## src/rtl/collision_wall_array.sv

```systemverilog
// collision_wall_array: per-frame maze/screen-edge wall flags for N_OBJ objects on the pixel clock.
// Define COLLISION_CORNER_EN to let a maze hit raise a vertical and a horizontal flag together.
module collision_wall_array #(
  parameter int N_OBJ    = 2,
  parameter int COORD_W  = 10,
  parameter int SCREEN_W = 640,
  parameter int SCREEN_H = 480
) (
  input  logic                       pixel_clk,
  input  logic                       Reset,
  input  logic [COORD_W-1:0]         DrawX,
  input  logic [COORD_W-1:0]         DrawY,
  input  logic [N_OBJ*COORD_W-1:0]   objectX,
  input  logic [N_OBJ*COORD_W-1:0]   objectY,
  input  logic [N_OBJ*COORD_W-1:0]   objectS,
  input  logic [N_OBJ*COORD_W-1:0]   X_Motion,
  input  logic [N_OBJ*COORD_W-1:0]   Y_Motion,
  input  logic [N_OBJ-1:0]           obj_en,
  input  logic                       currentMazePrime,
  input  logic                       MazeUpPrime,
  input  logic                       MazeDownPrime,
  input  logic                       MazeLeftPrime,
  input  logic                       MazeRightPrime,
  output logic [N_OBJ-1:0]           isWallTop,
  output logic [N_OBJ-1:0]           isWallBottom,
  output logic [N_OBJ-1:0]           isWallLeft,
  output logic [N_OBJ-1:0]           isWallRight,
  output logic                       hit_valid
);

  localparam int CW = COORD_W + 1;

  typedef enum logic [1:0] {WAIT_SOF, SCAN, COMMIT} state_t;

  state_t state_q, state_d;
  logic [N_OBJ-1:0] accHit_q, accHit_d, accV_q, accV_d, accH_q, accH_d;
  logic [N_OBJ-1:0] top_q, top_d, bottom_q, bottom_d, left_q, left_d, right_q, right_d;
  logic hitValid_q, hitValid_d;
  logic [N_OBJ-1:0] pixHit, cTop, cBottom, cLeft, cRight;
  logic sof, eof, vertPix, horzPix;
  logic unusedMotionBits;

  assign sof     = (DrawX == '0) && (DrawY == '0);
  assign eof     = (DrawX == COORD_W'(SCREEN_W - 1)) && (DrawY == COORD_W'(SCREEN_H - 1));
  assign vertPix = MazeUpPrime | MazeDownPrime;
  assign horzPix = MazeLeftPrime | MazeRightPrime;
  assign unusedMotionBits = ^{X_Motion, Y_Motion};

  for (genvar i = 0; i < N_OBJ; i++) begin : gObj
    logic [COORD_W-1:0] x, y, s;
    logic signed [CW-1:0] xLo, yLo;
    logic [CW-1:0] xHi, yHi;
    logic inBox, xNeg, yNeg;
    logic [3:0] flags;

    assign x    = objectX[i*COORD_W +: COORD_W];
    assign y    = objectY[i*COORD_W +: COORD_W];
    assign s    = objectS[i*COORD_W +: COORD_W];
    assign xNeg = X_Motion[i*COORD_W + COORD_W - 1];
    assign yNeg = Y_Motion[i*COORD_W + COORD_W - 1];

    // Extra bit keeps a box hanging off the left/top edge from wrapping around.
    assign xLo = $signed({1'b0, x}) - $signed({1'b0, s});
    assign yLo = $signed({1'b0, y}) - $signed({1'b0, s});
    assign xHi = {1'b0, x} + {1'b0, s};
    assign yHi = {1'b0, y} + {1'b0, s};

    assign inBox = ($signed({1'b0, DrawX}) >= xLo) && ({1'b0, DrawX} <= xHi) &&
                   ($signed({1'b0, DrawY}) >= yLo) && ({1'b0, DrawY} <= yHi);
    assign pixHit[i] = inBox && obj_en[i] && currentMazePrime;

    // Flags as {top, bottom, left, right}; screen edges beat maze hits.
    always_comb begin
      flags = 4'b0000;
      if (obj_en[i]) begin
        if (yHi >= CW'(SCREEN_H - 1))      flags = 4'b0100;
        else if (y <= s)                   flags = 4'b1000;
        else if (x <= s)                   flags = 4'b0010;
        else if (xHi >= CW'(SCREEN_W - 1)) flags = 4'b0001;
        else if (accHit_q[i]) begin
`ifdef COLLISION_CORNER_EN
          if (accV_q[i]) flags[3:2] = yNeg ? 2'b10 : 2'b01;
          if (accH_q[i]) flags[1:0] = xNeg ? 2'b10 : 2'b01;
`else
          if (accV_q[i])      flags = yNeg ? 4'b1000 : 4'b0100;
          else if (accH_q[i]) flags = xNeg ? 4'b0010 : 4'b0001;
`endif
        end
      end
    end

    assign cTop[i]    = flags[3];
    assign cBottom[i] = flags[2];
    assign cLeft[i]   = flags[1];
    assign cRight[i]  = flags[0];
  end

  // SOF reloads the accumulators in any state, so a commit still sees the previous frame.
  always_comb begin
    state_d    = state_q;
    accHit_d   = accHit_q;
    accV_d     = accV_q;
    accH_d     = accH_q;
    top_d      = top_q;
    bottom_d   = bottom_q;
    left_d     = left_q;
    right_d    = right_q;
    hitValid_d = 1'b0;

    case (state_q)
      WAIT_SOF: if (sof) state_d = SCAN;
      SCAN:     if (eof) state_d = COMMIT;
      COMMIT:   state_d = SCAN;
      default:  state_d = WAIT_SOF;
    endcase

    if (sof) begin
      accHit_d = pixHit;
      accV_d   = pixHit & {N_OBJ{vertPix}};
      accH_d   = pixHit & {N_OBJ{horzPix}};
    end else if (state_q == SCAN) begin
      accHit_d = accHit_q | pixHit;
      accV_d   = accV_q | (pixHit & {N_OBJ{vertPix}});
      accH_d   = accH_q | (pixHit & {N_OBJ{horzPix}});
    end

    if (state_q == COMMIT) begin
      top_d      = cTop;
      bottom_d   = cBottom;
      left_d     = cLeft;
      right_d    = cRight;
      hitValid_d = 1'b1;
    end
  end

  always_ff @(posedge pixel_clk or posedge Reset) begin
    if (Reset) begin
      state_q    <= WAIT_SOF;
      accHit_q   <= '0;
      accV_q     <= '0;
      accH_q     <= '0;
      top_q      <= '0;
      bottom_q   <= '0;
      left_q     <= '0;
      right_q    <= '0;
      hitValid_q <= 1'b0;
    end else begin
      state_q    <= state_d;
      accHit_q   <= accHit_d;
      accV_q     <= accV_d;
      accH_q     <= accH_d;
      top_q      <= top_d;
      bottom_q   <= bottom_d;
      left_q     <= left_d;
      right_q    <= right_d;
      hitValid_q <= hitValid_d;
    end
  end

  assign isWallTop    = top_q;
  assign isWallBottom = bottom_q;
  assign isWallLeft   = left_q;
  assign isWallRight  = right_q;
  assign hit_valid    = hitValid_q;

endmodule

```

## config.mk

```make
export PLATFORM = sky130hd
export DESIGN_NAME = collision_wall_array
export DESIGN_NICKNAME = d
export VERILOG_FILES = /design/src/rtl/collision_wall_array.sv
export SDC_FILE = /design/constraint.sdc
export NUM_CORES = 1
export LEC_CHECK = 0
export BUFFER_PORTS_ARGS = -buffer_cell sky130_fd_sc_hd__buf_2
export CORE_ASPECT_RATIO = 0.9
export CORE_MARGIN = 10
export CORE_UTILIZATION = 40
export DETAILED_ROUTE_END_ITERATION = 6
export GPL_TIMING_DRIVEN = 0
export PLACE_DENSITY = 0.68
export SYNTH_ARGS = -nofsm -noshare
export SYNTH_HDL_FRONTEND = slang
export SYNTH_SLANG_ARGS = --single-unit
export TNS_END_PERCENT = 50
```

## constraint.sdc

```tcl
create_clock -name pixel_clk -period 2.3 [get_ports pixel_clk]
set_input_delay 0.345 -clock pixel_clk [delete_from_list [all_inputs] [get_ports pixel_clk]]
set_output_delay 0.345 -clock pixel_clk [all_outputs]
set_load 0.01 [all_outputs]
```

==> summary.md, run 1 <==
| Metric | Value |
|---|---|
| Tmin final | about 3200 ps |
| Arrival time at the worst endpoint | between 3000 and 4000 ps |
| Unique masters post-synth | 65 |
| RSZ-0062 raised after global routing | yes |
| Number of global-route vias before repair | ~6.5k |
| Layout cells sized above 1 | about a quarter |
| Commonest non-fill, non-tap cell in the layout | ha_1 |
| Async SR Flop Fraction | 100% |
| Peak supply drop | between 0.3 and 0.4 mV |
| DP Area | between 7000 and 8000 µm² |
| CTS tree | done |
| DRC viols | 0 |
| Post-Synth Adder-Cell Area | about a third |
| Crit. End Element | flip-flop |
| Max_cap viols | 0 |
| Drt wl/cell | between 15 and 20 µm |
| DIE AREA | about 21,000 µm² |
| Pin count of the biggest net entering global routing | 18 |
| CP Max Fanout | 3 |
| Min-Delay Path Class | in -> async |
| Area grow syn2layout | 27.7% |
| I/O pin total | around 140 |
| Critical-path cell list | buf_8 > clkinvlp_4 > buf_4 > fa_2 > o21bai_2 > a211oi_1 > o21bai_1 > xnor2_2 > ha_1 > nand4_1 > a21oi_1 > nor4_1 > o21bai_1 > a21oi_1 > o22ai_1 > a211o_1 > o21ai_2 |
| Final WL | ~20,000 µm |
| Most frequent cells in the layout | 145 x ha_1, 95 x buf_2, 64 x inv_1 |
| Setup TNS | -7820 ps |
| Vias per cell | between 5 and 6 |
| Cells after synthesis | slightly above 800 |
| CTS clk-pin slew, worst paths | approximately 50 ps |
| Warnings, synthesis | 0 |
| Chip width | about 150 µm |
| Filler cells | ~1.5k |
| Final Core Density | roughly 53% |
| Finished Layout Cells | 1,170 |
| Root Driver | clkbuf_16 |
| Fin worst setup slack | -945 ps |
| Hold_buf cts | 0 |
| Slowest cell on the critical path | fa_2 |
| Post-Syn Nets | around 1.1k |
| Mapped Avg Cell Area | around 7.8 µm² |
| Crit-path max cell delay | a little under 400 ps |
| Final net count | 1,264 |
| Worst-Skew Late Latency | 250 ps |
| Dominant cell type by area after synthesis | ha_1 |
| Post-route design area | 8180 µm² |
| DP HPWL | about 16,000 µm |
| Startpoint types | primary input |
| Leakage | just under 4 nW |
| Pre-CTS setup slack | -1570 ps |
| Failing checks | negative setup slack |
| H-tree lvl count | 1 |
| Number of flops mapped to enable cells by yosys | 0 |
| Number of routed nets with antenna violations | 0 |
| First-pass GRT wire length | around 32,000 µm |
| Synth Area in Compound Gates | between 20% and 30% |
| Fmax achieved | 0.308 GHz |
| Total GRT Usage | 17.2% |
| Post-Syn Area | around 6400 µm² |
| Num rows | 43 |
| Placed Cells | roughly 1.1k |
| Initial antenna violation count | 5 |
| RePlAce Congestion | around 0.9 |
| Status | finished with violations |
| Initial core utilization | between 40% and 50% |
| Vias after detailed routing | about 6.6k |
| TritonCTS Buffers | 3 |
| Max-slew violations | 0 |
| CP Class | in -> reg |
| Top cells by area, synth | ha_1 31%, dfrtp_1 6.6%, xnor2_1 5.2% |
| Synth top area share | 31.2% |
| DRT Pass-1 Iters | 5 |
| Ys flop type | dfrtp_1 |
| Period utilization | 141% |
| I/O Buffers | between 100 and 150 |
| CTS sink cnt | 17 |
| Final Hold Fails | 0 |
| Global route overflow | 0 |
| Combinational family with the most area after synthesis | adder cells |
| Slew HR | 56.9% |
| Worst Path Required | roughly 2500 ps |
| Clk_skew | 1.51 ps |
| R2R setup slack | 420 ps |
| Power Dens Cells | ~370 nW/µm² |
| Simple-Gate Fraction of Synth Area | between 20 and 25% |
| Tightest Pin Transition | approximately 650 ps |
| Mux share of post-synthesis cell area | 0% |
| Core footprint | roughly 16,000 µm² |
| Die span in y | between 100 and 150 µm |
| Yosys reg bits | 17 |
| Sequential share of the synthesized area | 6.64% |
| XOR/XNOR Fraction of Synth Area | under 10% |
| Clock Path Buffers | 2 |
| 1st-iter DRT viols | between 300 and 400 |
| Final setup vio count | 14 |
| FF-to-FF path depth | 7 |
==> power by group <==
part | internal [mW] | switching (mW) | leakage, nW
Sequential | 0.310 | 0.00797 | 0.210
Combinational | 1.08 | 1.25 | 3.61
Clock | 0.235 | 0.109 | 0.0382
==> final timing paths <==
path | startpoint | to
min in group pixel_clk | MazeDownPrime | accV_q[0]
hold reg to reg | isWallBottom[0] | isWallBottom[0]
setup / recovery | objectS[1] | accH_q[0]
hold / removal | Reset | accHit_q[0]
max in group asynchronous | Reset | isWallRight[1]
setup reg to reg | state_q[0] | isWallBottom[1]
==> layer usage <==
metal,routed length (µm),part of all wire [%],GRT usage (%)
met3,1020,5.2,2.39
met5,22,0.11,0
met1,9400,48,22.8
met2,8930,46,29.5
met4,251,1.3,2.24
==> timing repair <==
| action | 4_1_cts | 5_1_grt |
|---|---|---|
| pin swaps | 51 | 31 |
| endpoints found under the setup margin | 14 | 14 |
| setup buffers | 29 | 10 |
| gates resized for setup | 100 | 36 |
==> cell type report <==
class	instances	area, µm²	share of cell area [%]
Inverter	73	298	3.64
Multi-Input combinational cell	710	6080	74.3
Tap cell	202	253	3.09
Timing Repair Buffer	140	875	10.7
Sequential cell	17	425	5.20
Buffer	22	166	2.03
Antenna cell	2	5.00	0.0612
Clock buffer	4	78.8	0.963
==> metrics by stage <==
step	power, mW	hold slack [ps]
floorplan	1.79	271
global placement	2.28	448
detailed placement	2.32	462
global route	3.30	253
finish	2.99	181
CTS	2.89	203
==> state kept, by name, summed over array words and instances (netlist names) <==
register and count:
isWallTop 2, state_q 2, isWallLeft 2, hit_valid 1, isWallRight 2, accV_q 2
accHit_q 2, isWallBottom 2, accH_q 2
==> cell families after synthesis <==
group | Yosys count
xor+xnor | 55
fa+ha+maj | 168
compound gates | 240
simple gates | 247
buf+inv | 98
flops | 17
==> Yosys cell counts (4+ instances only) <==
| cell | instances |
|---|---|
| ha_1 | 160 |
| inv_1 | 73 |
| a21oi_1 | 66 |
| nor2_1 | 54 |
| nand2_1 | 47 |
| o21ai_0 | 41 |
| xnor2_1 | 38 |
| nand2b_1 | 22 |
| nand4_1 | 21 |
| a21o_1 | 20 |
| nor3_1 | 20 |
| dfrtp_1 | 17 |
| xor2_1 | 17 |
| nor2b_1 | 16 |
| o31ai_1 | 15 |
| buf_2 | 14 |
| nand3_1 | 11 |
| nor4_1 | 11 |
| o21bai_1 | 11 |
| a211oi_1 | 10 |
| clkbuf_1 | 10 |
| a2111oi_0 | 8 |
| fa_1 | 8 |
| o21a_1 | 8 |
| or4_1 | 8 |
| or3_1 | 7 |
| and3_1 | 6 |
| nor3b_1 | 5 |
| o211ai_1 | 5 |
| o31a_1 | 5 |
| a31oi_1 | 4 |
| nand3b_1 | 4 |
| o21ai_1 | 4 |
| o22ai_1 | 4 |
| o311ai_0 | 4 |
| or2_2 | 4 |
==> worst max-delay path: cells and delay by family <==
family          cells  cell delay, ps
simple gates        2             380
fa+ha+maj           2             660
xor+xnor            1             160
buf+inv             3             370
compound gates      9            1500
Power figures use the tool's default switching activity.
==> run 2, diff against run 1 <==
ABC_AREA = 1   (was not set)
PLACE_DENSITY = 0.67   (was 0.68)
==> summary.md, run 2 <==
| Metric | Value |
|---|---|
| Period utilization | 119% |
| Die span in y | about 150 µm |
| Num rows | 46 |
| Pwr Total | about 3.1 mW |
| CP Class | in -> reg |
| Cells after synthesis | approximately 1.1k |
| CTS sink cnt | 17 |
| Drt wl/cell | roughly 14 µm |
| Max-slew violations | 0 |
| Status | finished with violations |
| Yosys reg bits | 17 |
| CP Max Fanout | 3 |
| Synth top area share | between 20% and 30% |
| Clock power share | about 11% |
| I/O pin total | 138 |
| Ant. Diodes | 0 |
| Async SR Flop Fraction | 100% |
| Switch share | 51.4% |
| Startpoint types | primary input |
| Slew HR | 57.6% |
| Internal power | between 1.5 and 2 mW |
| Dominant cell type by area after synthesis | ha_1 |
| CP startpoint | objectY[10] |
| Layout cells sized above 1 | 21.7% |
| Arrival time at the worst endpoint | between 2000 and 3000 ps |
| Leakage | roughly 4.8 nW |
| RePlAce Congestion | approximately 0.91 |
| Buffer and inverter count on the worst path | 3 |
| Final Hold Fails | 0 |
| CTS clk-pin slew, worst paths | 50 ps |
| Final WL | ~22,000 µm |
| I/O Buffers | 101 |
| Cell mode on critical path | nand2_1 |
| Sequential share of the synthesized area | ~6% |
| RSZ-0062 raised after global routing | yes |
| Global route overflow | 0 |
| H-tree lvl count | 1 |
| Filler cells | around 1.8k |
| Min-Delay Path Class | in -> async |
| Number of routed nets with antenna violations | 0 |
| DRC viols | 0 |
| Post-Syn Nets | between 1k and 1.5k |
| Final net count | roughly 1.6k |
| Core footprint | 17,500 µm² |
| Hold slack | between 150 and 200 ps |
| CTS tree | done |
| Commonest non-fill, non-tap cell in the layout | nand2_1 |
| Top cells by area, synth | ha_1 28%, nand2_1 17%, inv_1 9.3% |
| Ys flop type | dfrtp_1 |
| DIE AREA | ~23,000 µm² |
| Placed Cells | ~1.5k |
| Switching power | ~1.6 mW |
| Initial antenna violation count | 0 |
| 1st-iter DRT viols | between 600 and 700 |
| Vias after detailed routing | 7,720 |
| Number of flops mapped to enable cells by yosys | 0 |
| Pin count of the biggest net entering global routing | 18 |
| Seq pwr share | 10.5% |
| Gate power share | between 70 and 80% |
| Tightest Pin Transition | 636 ps |
| Crit. End Element | flip-flop |
| Root Driver | clkbuf_16 |
| Number of global-route vias before repair | 7,187 |
| Mapped Avg Cell Area | a little over 6 µm² |
| Fmax achieved | roughly 0.37 GHz |
| Max_cap viols | 0 |
| Warnings, synthesis | 0 |
| Vias per cell | about 5 |
| Slowest cell on the critical path | fa_2 |
| Area grow syn2layout | 22.5% |
| Post-Syn Area | a little over 7000 µm² |
| Commonest cells post-synth | 312 x nand2_1, 176 x inv_1, 160 x ha_1 |
| DP HPWL | 18,000 µm |
| Unique masters post-synth | 39 |
| Clock Path Buffers | 2 |
| Multi-input logic area | between 6000 and 7000 µm² |
| TritonCTS Buffers | 3 |
| Failing checks | negative setup slack |
| Worst-Skew Late Latency | around 250 ps |
| Chip width | between 150 and 200 µm |
| Critical-path cell list | buf_12 > inv_12 > ha_4 > inv_2 > fa_2 > a21oi_4 > o21bai_2 > a31oi_1 > xor2_1 > ha_1 > nand2_1 > nand2_1 > a21oi_2 > nand2_1 > nand2_1 > nand3_2 > nand2_1 > nand2_1 > nand2_1 > nand3_2 > nand4_1 > nand2_1 |
| Power Dens Cells | between 300 and 400 nW/µm² |
| Worst Path Required | between 2000 and 2500 ps |
| Worst flop-to-flop path startpoint | state_q[0] |
| Fin worst setup slack | -426 ps |
| Finished Layout Cells | 1,517 |
| Most frequent cell after synthesis | nand2_1 |
| Initial core utilization | approximately 40% |
| Most frequent cells in the layout | 293 x nand2_1, 163 x inv_1, 146 x ha_1 |
| Final setup vio count | 6 |
| Tmin final | approximately 2700 ps |
| Setup TNS | -2340 ps |
| Clk_skew | between 3 and 4 ps |
| Crit-path max cell delay | about 360 ps |
| Final Core Density | 49.5% |
| First-pass GRT wire length | roughly 34,000 µm |
| Peak supply drop | around 0.32 mV |
| Register Area | between 400 and 500 µm² |
| Total GRT Usage | approximately 17% |
| DRT Pass-1 Iters | 5 |
| Crit path max-delay family | adder cells |
==> run 2: cell types whose count changed in the layout (fill, tap and decap cells not counted), sizes merged, moves of 16 or more <==
cell	change
nor2	+41
xnor2	-33
nand4	+18
nand2b	-23
xor2	+17
o21ai	-20
inv	+112
nand2	+273
nand3	+86
o31ai	-16
nor2b	-17
==> run 2: area by class of cell <==
cell class / instances / share of cell area (%)
flip-flops and latches: 17 / 4.91
inverters: 186 / 8.34
multi-input cells: 919 / 71.6
repair buffers: 127 / 8.79
well taps: 240 / 3.47
plain buffers: 24 / 1.98
clock buffers: 4 / 0.910
==> run 2: worst paths after layout <==
| check | end | slack, ps | depth (start not counted) |
|---|---|---|---|
| hold / removal | accV_q[1] | 170 | 2 |
| setup / recovery | accV_q[1] | -430 | 22 |
| setup reg to reg | isWallTop[0] | 1060 | 4 |
| max in group asynchronous | isWallBottom[0] | 1720 | 2 |
| min in group pixel_clk | isWallTop[1] | 450 | 5 |
| hold reg to reg | isWallTop[1] | 470 | 2 |
==> run 2: what timing repair did <==
action,CTS,global route
resized for setup,41,86
hold buffers,0,0
pin swaps,18,34
setup buffers,10,16
setup endpoints to repair,6,12
==> run 2: per-layer routing <==
metal	wire, µm	vias up	global-route usage [%]
met2	10400	199	29.5
met1	10300	3514	22.8
met3	964	26	1.74
met4	284	0	2.48
li1	-	3981	-
met5	0	-	0
==> run 2: kinds of logic after synthesis <==
| family | after synthesis | share of synthesized area [%] |
|---|---|---|
| AOI/OAI and AO/OA | 133 | 11.2 |
| adders and majority gates | 168 | 30.6 |
| xor gates and xnor gates | 39 | 4.94 |
| DFF | 17 | 6.02 |
| and+or+nand+nor | 579 | 35.4 |
| buffers and inverters | 210 | 11.9 |
==> run 2: power groups by stage <==
stage,Combinational (mW),Clock [mW],Sequential (mW)
floorplan,1.58,0,0.328
global placement,2.12,0,0.332
detailed placement,2.15,0,0.332
CTS,2.25,0.352,0.328
global route,2.78,0.364,0.329
finish,2.44,0.345,0.327
==> run 2: through the flow <==
| stage | instance area [µm²] | worst slack [ps] |
|---|---|---|
| 6_report | 8660 | -426 |
| 5_1_grt | 8660 | -610 |
| 3_5_place_dp | 7910 | -952 |
| 2_1_floorplan | 7110 | -314 |
| 4_1_cts | 8220 | -398 |
| 3_3_place_gp | 7910 | -963 |
==> run 3, diff against run 2 <==
CORE_ASPECT_RATIO = 0.5   (was 0.9)
CORE_UTILIZATION = 55   (was 40)
PLACE_DENSITY = 0.86   (was 0.67)
==> summary.md, run 3 (same netlist as run 2, synthesis figures left out) <==
| Metric | Value |
|---|---|
| Slew HR | between 50 and 60% |
| Chip width | 180 µm |
| Die span in y | about 100 µm |
| Clk_skew | just under 5 ps |
| Status | finished with violations |
| 1st-iter DRT viols | ~670 |
| Period utilization | 121% |
| Fmax achieved | roughly 0.36 GHz |
| First-pass GRT wire length | between 30,000 and 40,000 µm |
| Post-route design area | ~8800 µm² |
| Crit. End Element | flip-flop |
| Number of routed nets with antenna violations | 0 |
| Switching power | between 1.5 and 2 mW |
| Register Area | around 430 µm² |
| Initial core utilization | 56.0% |
| CP Class | in -> reg |
| TritonCTS Buffers | 3 |
| Seq pwr share | under 10% |
| Internal power | between 1.5 and 2 mW |
| Final setup vio count | 6 |
| RePlAce Congestion | between 0.9 and 1 |
| Filler cells | 1,041 |
| Global route overflow | 0 |
| Max_cap viols | 0 |
| Tmin final | 2780 ps |
| Startpoint types | primary input |
| Failing checks | negative setup slack |
| CTS tree | done |
| Worst-Skew Late Latency | ~250 ps |
| Switch share | between 50% and 60% |
| Max-slew violations | 0 |
| Pin count of the biggest net entering global routing | 18 |
| Pre-CTS setup slack | -796 ps |
| Ant. Diodes | 0 |
| Worst Path Required | roughly 2400 ps |
| DIE AREA | between 15,000 and 20,000 µm² |
| Final net count | 1,580 |
| RSZ-0062 raised after global routing | yes |
| Pwr Total | ~3.3 mW |
| Tightest Pin Transition | between 600 and 700 ps |
| Commonest non-fill, non-tap cell in the layout | nand2_1 |
| Leakage | between 4 and 5 nW |
| DP Area | 7830 µm² |
| Number of global-route vias before repair | around 7.7k |
| Most frequent cells in the layout | 287 x nand2_1, 157 x inv_1, 142 x ha_1 |
| Clock Path Buffers | 2 |
| Num rows | 29 |
| Core footprint | roughly 13,000 µm² |
| Placed Cells | 1,417 |
| I/O Buffers | just over 100 |
| Fin worst setup slack | -481 ps |
| Setup TNS | -2490 ps |
| I/O pin total | ~140 |
| DP HPWL | roughly 18,000 µm |
| Min-Delay Path Class | in -> async |
| Drt wl/cell | approximately 16 µm |
| Initial antenna violation count | 0 |
| Vias after detailed routing | 8,220 |
| Hold_buf cts | 0 |
| FF-to-FF path depth | 7 |
| Final Hold Fails | 0 |
| DRC viols | 0 |
| Final Core Density | a little over two thirds |
| Area grow syn2layout | 24.9% |
| Layout cells sized above 1 | 25.0% |
| CP Max Fanout | 8 |
| Finished Layout Cells | between 1k and 1.5k |
| Clock power share | a little over a tenth |
| Vias per cell | around 5.7 |
| DRT Pass-1 Iters | 6 |
| Hold slack | 188 ps |
| Root Driver | clkbuf_16 |
| Gate power share | about 80% |
| Arrival time at the worst endpoint | roughly 2900 ps |
| H-tree lvl count | 1 |
| Power Dens Cells | 378 nW/µm² |
| Peak supply drop | 0.260 mV |
| Multi-input logic area | approximately 6400 µm² |
| Final WL | around 24,000 µm |
| CTS clk-pin slew, worst paths | approximately 60 ps |
| Total GRT Usage | 23.1% |
| CTS sink cnt | 17 |
[run 3: cell types whose count changed in the layout (fill, tap and decap cells not counted), sizes merged]
cell | previous run | this run
buf | 146 | 151
clkbuf | 9 | 8
clkinv | 1 | 2
inv | 184 | 182
clkinvlp | 1 | 3
[run 3: final timing paths]
path	startpoint	endpoint	slack, ps
hold reg to reg	isWallBottom[0]	isWallBottom[0]	480
max in group asynchronous	Reset	state_q[0]	1670
hold / removal	Reset	isWallLeft[1]	190
setup / recovery	objectS[4]	accH_q[0]	-480
min in group pixel_clk	obj_en[0]	isWallBottom[0]	450
setup reg to reg	state_q[0]	isWallRight[0]	1030
[run 3: power groups by stage]
| stage | clock (mW) | combinational [mW] | sequential (mW) |
|---|---|---|---|
| after CTS | 0.353 | 2.27 | 0.328 |
| after detailed placement | 0 | 2.17 | 0.332 |
| final | 0.360 | 2.65 | 0.329 |
| after global routing | 0.368 | 2.95 | 0.330 |
| after floorplan | 0 | 1.58 | 0.328 |
| after global placement | 0 | 2.08 | 0.332 |
[run 3: cell type report]
class / instances / share of cell area [%]
multi-input combinational: 919 / 72.6
timing repair buffer: 132 / 8.94
inverter: 186 / 8.32
sequential: 17 / 4.82
tap: 170 / 2.41
buffer: 24 / 2.01
clock buffer: 3 / 0.850
clock inverter: 1 / 0.0567
[run 3: critical path: stages]
cell     delay [ps]
buf_2           130
inv_2            60
ha_1            280
buf_6           130
inv_1            60
a21oi_2         220
nand3_4         130
xor2_4          220
ha_4            280
nand2_2          60
nor2_2          140
nand2_1          80
nand2_1          70
nand2_1          50
nand2_1          50
nand2_1          40
nand2_1          60
nand2_1          80
nor2_2          180
nor2_4           70
nand4_1          90
nand2_1          70
[run 3: metal layers]
metal	global-route usage [%]	up-vias	share of wire [%]
li1	-	3995	-
met1	30.4	3758	44
met2	40.5	399	47
met3	2.08	68	7.1
met4	4.70	0	2.3
met5	0	-	0
[run 3: timing repair]
| item | in CTS | in global routing |
|---|---|---|
| buffers inserted | 9 | 22 |
| endpoints found under the setup margin | 6 | 10 |
| pin swaps | 36 | 56 |
| cloned | 0 | 0 |
| resized for setup | 56 | 125 |
